<file path="src/rtl/psm_pkg.sv">
// rtl/psm_pkg.sv - shared state type, width helpers and leading-one search
// for pseudo_softmax_stream.
package psm_pkg;

  typedef enum logic [1:0] {LOAD, NORM, RECIP, EMIT} psm_state_t;

  function automatic int sum_width(input int in_w, input int depth);
    return (2 ** in_w) + $clog2(depth);
  endfunction

  function automatic int exp_width(input int sum_w);
    return $clog2(sum_w + 1);
  endfunction

  // Index of the most significant set bit; 0 for an all-zero input.
  function automatic logic [6:0] lead_one(input logic [63:0] v);
    logic [6:0] idx;
    idx = '0;
    for (int i = 0; i < 64; i++) begin
      if (v[i]) idx = 7'(i);
    end
    return idx;
  endfunction

endpackage

</file>
<file path="src/rtl/psm_reciprocal.sv">
// rtl/psm_reciprocal.sv - combinational M -> (R, d) reciprocal-mantissa table
// for 1/(1.M), elaborated from the closed-form quotient.
module psm_reciprocal #(
  parameter int MANT_W = 3
) (
  input  logic [MANT_W-1:0] m_i,
  output logic [MANT_W-1:0] r_o,
  output logic              d_o
);

  logic [MANT_W-1:0] tbl [2**MANT_W];

  for (genvar g = 0; g < 2**MANT_W; g++) begin : g_tbl
    localparam int Q = (2 ** (2 * MANT_W + 1)) / ((2 ** MANT_W) + g) - (2 ** MANT_W);
    if (g == 0) begin : g_one
      // 1/1.0 is exactly 1.0, so no exponent bump and a zero mantissa.
      assign tbl[g] = '0;
    end else begin : g_frac
      assign tbl[g] = MANT_W'(Q);
    end
  end

  assign r_o = tbl[m_i];
  assign d_o = |m_i;

endmodule

</file>
<file path="src/rtl/pseudo_softmax_stream.sv">
// rtl/pseudo_softmax_stream.sv - streaming log2-domain pseudo-softmax engine.
// Optional PSM_ARGMAX_EN adds out_is_max flagging the first maximum element.
module pseudo_softmax_stream
  import psm_pkg::*;
#(
  parameter int IN_W   = 3,
  parameter int DEPTH  = 8,
  parameter int MANT_W = 3,
  localparam int SUM_W = sum_width(IN_W, DEPTH),
  localparam int EXP_W = exp_width(SUM_W)
) (
  input  logic              clk,
  input  logic              rst,
  input  logic              in_valid,
  output logic              in_ready,
  input  logic [IN_W-1:0]   in_data,
  input  logic              in_last,
  output logic              out_valid,
  input  logic              out_ready,
  output logic [EXP_W-1:0]  out_exp,
  output logic [MANT_W-1:0] out_mant,
  output logic              out_last
`ifdef PSM_ARGMAX_EN
  ,
  output logic              out_is_max
`endif
);

  localparam int IW = $clog2(DEPTH);
  localparam int CW = $clog2(DEPTH + 1);

  psm_state_t        state_q, state_d;
  logic [SUM_W-1:0]  acc_q;
  logic [CW-1:0]     cnt_q;
  logic [IW-1:0]     k_q;
  logic [IN_W-1:0]   buf_q [DEPTH];
  logic [EXP_W-1:0]  e_q;
  logic [MANT_W-1:0] m_q, r_q;
  logic              d_q;

  logic              in_hs, out_hs, closing, emit_last;
  logic [6:0]        lead;
  logic [MANT_W-1:0] m_next, rec_r;
  logic              rec_d;

  assign in_ready  = (state_q == LOAD) && !rst;
  assign in_hs     = in_valid && in_ready;
  assign closing   = in_hs && (in_last || (cnt_q == CW'(DEPTH - 1)));
  assign out_hs    = out_valid && out_ready;
  assign emit_last = (CW'(k_q) == (cnt_q - CW'(1)));

  // Mantissa = bits just below the leading one, zero-filled when E < MANT_W.
  assign lead   = lead_one(64'(acc_q));
  assign m_next = MANT_W'({acc_q, {MANT_W{1'b0}}} >> lead);

  psm_reciprocal #(.MANT_W(MANT_W)) u_recip (
    .m_i (m_q),
    .r_o (rec_r),
    .d_o (rec_d)
  );

  always_ff @(posedge clk) begin
    if (rst) state_q <= LOAD;
    else     state_q <= state_d;
  end

  always_comb begin
    state_d   = state_q;
    out_valid = 1'b0;
    case (state_q)
      LOAD:    if (closing) state_d = NORM;
      NORM:    state_d = RECIP;
      RECIP:   state_d = EMIT;
      EMIT: begin
        out_valid = 1'b1;
        if (out_ready && emit_last) state_d = LOAD;
      end
      default: state_d = LOAD;
    endcase
  end

  always_ff @(posedge clk) begin
    if (rst) begin
      acc_q <= '0;
      cnt_q <= '0;
      k_q   <= '0;
      e_q   <= '0;
      m_q   <= '0;
      r_q   <= '0;
      d_q   <= 1'b0;
    end else begin
      if (in_hs) begin
        buf_q[cnt_q[IW-1:0]] <= in_data;
        acc_q <= acc_q + (SUM_W'(1) << in_data);
        cnt_q <= cnt_q + CW'(1);
      end
      if (state_q == NORM) begin
        e_q <= EXP_W'(lead);
        m_q <= m_next;
      end
      if (state_q == RECIP) begin
        r_q <= rec_r;
        d_q <= rec_d;
      end
      if (out_hs) begin
        if (emit_last) begin
          acc_q <= '0;
          cnt_q <= '0;
          k_q   <= '0;
        end else begin
          k_q <= k_q + IW'(1);
        end
      end
    end
  end

  // buf[k] <= E always holds, so the subtraction cannot wrap.
  assign out_exp  = out_valid ? (e_q - EXP_W'(buf_q[k_q]) + EXP_W'(d_q)) : '0;
  assign out_mant = out_valid ? r_q : '0;
  assign out_last = out_valid && emit_last;

`ifdef PSM_ARGMAX_EN
  logic [IN_W-1:0] max_q;
  logic [IW-1:0]   max_idx_q;

  // Strict compare keeps the index of the first occurrence of the maximum.
  always_ff @(posedge clk) begin
    if (rst) begin
      max_q     <= '0;
      max_idx_q <= '0;
    end else if (in_hs && ((cnt_q == '0) || (in_data > max_q))) begin
      max_q     <= in_data;
      max_idx_q <= cnt_q[IW-1:0];
    end
  end

  assign out_is_max = out_valid && (k_q == max_idx_q);
`endif

endmodule

</file>
<file path="config.mk">
export PLATFORM = sky130hd
export DESIGN_NAME = pseudo_softmax_stream
export DESIGN_NICKNAME = d
export VERILOG_FILES = /design/src/rtl/psm_pkg.sv /design/src/rtl/psm_reciprocal.sv /design/src/rtl/pseudo_softmax_stream.sv
export SDC_FILE = /design/constraint.sdc
export NUM_CORES = 1
export LEC_CHECK = 0
export BUFFER_PORTS_ARGS = -buffer_cell sky130_fd_sc_hd__buf_2
export CORE_MARGIN = 2
export CORE_UTILIZATION = 60
export CTS_BUF_LIST = sky130_fd_sc_hd__clkbuf_4 sky130_fd_sc_hd__clkbuf_8
export DETAILED_ROUTE_END_ITERATION = 16
export PLACE_DENSITY = 0.84
export SLEW_MARGIN = 5
export SYNTH_ARGS = -nofsm -noshare
export SYNTH_HDL_FRONTEND = slang
export SYNTH_SLANG_ARGS = --single-unit
</file>
<file path="constraint.sdc">
create_clock -name clk -period 6.4 [get_ports clk]
set_input_delay 0 -clock clk [delete_from_list [all_inputs] [get_ports clk]]
set_output_delay 0 -clock clk [all_outputs]
set_load 0.005 [all_outputs]
</file>
==> impl_results.md <==
* Number of antenna violations at the first check in global routing at 0
* Dominant cell type by area after synthesis: edfxtp_1
* Met1 Use GR at 0.333
* Sequential cell area at around 1400 µm²
* Die area at 6200 µm²
* DRC violations left at 0
* Mapped cell area at 3350 µm²
* Final instance area at 3670 µm²
* # port buffers at 17
* Flops & latches, synth at 58
* Critical path peak fanout at 6
* Worst Setup Start Kind: flop
* Relative slew slack at 0.550
* RSZ-0062 raised after global routing: false
* N_diodes at 0
* 1st-iter DRT viols at between 150 and 200
* Worst R2R Path Depth at 8
* Synth Net Count at 367
* Clk Latency, worst-skew pair at 0.35 ns
* Layout cells sized above 1 at 0.144
* Cell count after placement at 409
* Fillers at between 400 and 500
* Req. time, crit path at 6.40 ns
* Final Skew at about 0.0095 ns
* Final Hold Vio Count at 0
* Synth async-reset ratio at 0
* Setup slack, reg-to-reg at 3.89 ns
* Initial Utilization at 0.616
* VDD IR max at between 0.2 and 0.25 mV
* Post-synth top area share at 0.215
* Grt met2 use at 0.383
* Vias in the first global route at 2543
* Global-route wire length before repair at 12000 µm
* Critical R2R Launch: acc_q[0]
* Grt ovf at 0
* Worst setup EP type: output pin
* Met3 usage at 0.0670
* Fin util at 0.675
* Leakage power at 1.38 nW
* Sequential area share after synthesis at 0.418
* Worst setup path category: reg2out
* CTS clk-pin slew, worst paths at 0.08 ns
* RR Endpoint: acc_q[10]
* H-tree level count at 3
* Number of flops mapped to enable cells by yosys at 24
* Sink Count at 58
* Avg Cell Area, Syn at 10.1 µm²
* Via density at between 6 and 7
* Worst setup margin at 3.31 ns
* Hold_ws at 0.0275 ns
* Fin nets at 383
* Final Max Slew Viols at 0
* Pin count of the biggest net entering global routing at 19
* Area after DPL at 3460 µm²
* Antenna violation net count after detailed routing at 0
* # IOs at 18
* Tcrit/Tclk final at 0.482
* Post CTS Setup Buffer Count at 0
* Chip height at 78.7 µm
* Core ar. at 5440 µm²
* Critical hold path startpoint: rst
* HP Class: in2reg
* Ys flop type: dfxtp_1
* Place WS at 3.69 ns
* Gr usage total at 0.252
* Post-Route Setup TNS at 0 ns
* # rows at 27
* 1st-pass router iterations at 5
* Root buf cell: clkbuf_8
* Slew @ Worst Pin at 0.666 ns
* Status: completed
* Commonest non-fill, non-tap cell in the layout: nor2_1
* Fin crit period at between 3 and 4 ns
* Cts bufs inserted at 9
* Peak Freq at between 300 and 400 MHz
* Synth cell types at 62
* Post-DP HPWL at 4920 µm
* Top post-synthesis cells by area: edfxtp_1 22%, dfxtp_1 20%, ha_1 9.0%
* Cells after synthesis at 333
* Ys Warns at 0
* Power per cell area at 294 nW/µm²
* Crit path DAT at between 3 and 4 ns
* Via count at 2567
* Most frequent cells in the layout: 37 x nor2_1, 34 x dfxtp_1, 27 x nand2_1
* Layout Cells excl Fill at around 430
* Setup-failing EPs final at 0
* Total power draw at 1.08 mW
* Maxcap violations at 0
* Endpoint, Worst Hold: e_q[0]
* CTS tree: yes
* Hold path depth at 2
* Clock buffer depth at 2
* GR peak layer: met2
* Drt total wl at 7050 µm
* Layout Area Growth over Synthesis at 9.52%
* Die W at 78.7 µm
* Wire per inst at 16.5 µm
* Multi-input logic area at 1820 µm²
* RePlAce Congestion at 0.803
## state kept, by name (all words and copies together), names as in the netlist, named ones only
name and flops:
e_q 4, k_q 3, state_q 2, cnt_q 4, d_q 1, buf_q 24
m_q 3, acc_q 11, r_q 3
## report_power, final
group	leakage, nW	total (mW)	internal, mW	switching (mW)
Combinational	0.794	0.283	0.120	0.163
Clock	0.0921	0.350	0.182	0.168
Sequential	0.492	0.444	0.416	0.0280
## worst max-delay path, cell delays in order, from the launching register on
cell and delay (ns):
dfxtp_1 0.56, mux4_2 0.55, mux2_2 0.29, ha_1 0.28, inv_1 0.04, ha_1 0.20
fa_1 0.38, xor2_1 0.16, and2_1 0.15, buf_2 0.12
## synth_stat cells (2+ instances only)
library cell and number:
clkbuf_1 7, and3b_1 2, o21ai_0 9, a31o_2 2, a311oi_1 2, xor2_1 5
o211ai_1 2, mux2i_1 7, buf_2 4, edfxtp_1 24, o21a_1 2, and2_1 10
o31ai_1 2, mux2_2 2, nor3_1 9, inv_1 15, o31a_1 2, xnor2_1 11
a211oi_1 11, nor3b_1 6, a31oi_1 5, buf_6 2, fa_1 2, nand2b_1 4
dfxtp_1 34, a21o_1 3, nand2_1 27, a21oi_1 14, nand3_1 6, o21bai_1 2
nor2b_1 4, nor2_1 37, mux4_2 6, a211o_1 2, ha_1 24
## logic make-up after synthesis
group                    count (synthesis)  synth area share
AND/OR/NAND/NOR                        115             0.167
buffers and inverters                   29            0.0396
multiplexers                            15            0.0680
AO/OA/AOI/OAI                           74             0.164
XOR/XNOR                                16            0.0418
adder cells (fa/ha/maj)                 26             0.102
flip-flops                              58             0.418
## final cells by class
| type | instances | area share |
|---|---|---|
| clock buffers | 9 | 0.0338 |
| clock inverters | 7 | 0.0215 |
| inverters | 15 | 0.0153 |
| multi-input cells | 246 | 0.495 |
| flip-flops and latches | 58 | 0.382 |
| well taps | 72 | 0.0245 |
| repair buffers | 19 | 0.0280 |
## worst max-delay path by stage
| stage | end | cells after the start | start | slack (ns) |
|---|---|---|---|---|
| floorplan | out_exp[2] | 9 | flop | 3.81 |
| global placement | out_exp[2] | 9 | flop | 3.77 |
| detailed placement | out_exp[2] | 9 | flop | 3.69 |
| CTS | out_exp[2] | 9 | flop | 3.30 |
| global route | out_exp[2] | 9 | flop | 3.19 |
| finish | out_exp[2] | 9 | flop | 3.31 |
## per-layer routing
layer,wire [µm],up-vias,share of wire
met5,0,-,0
met4,179,0,0.025
met3,507,19,0.072
met2,3320,94,0.47
met1,3050,1196,0.43
li1,-,1258,-
## repair_timing
action,CTS,global route
hold endpoints to repair,1,0
hold buffers,1,0
resized for setup,0,0
No activity file was read; power rests on OpenSTA's default activity.
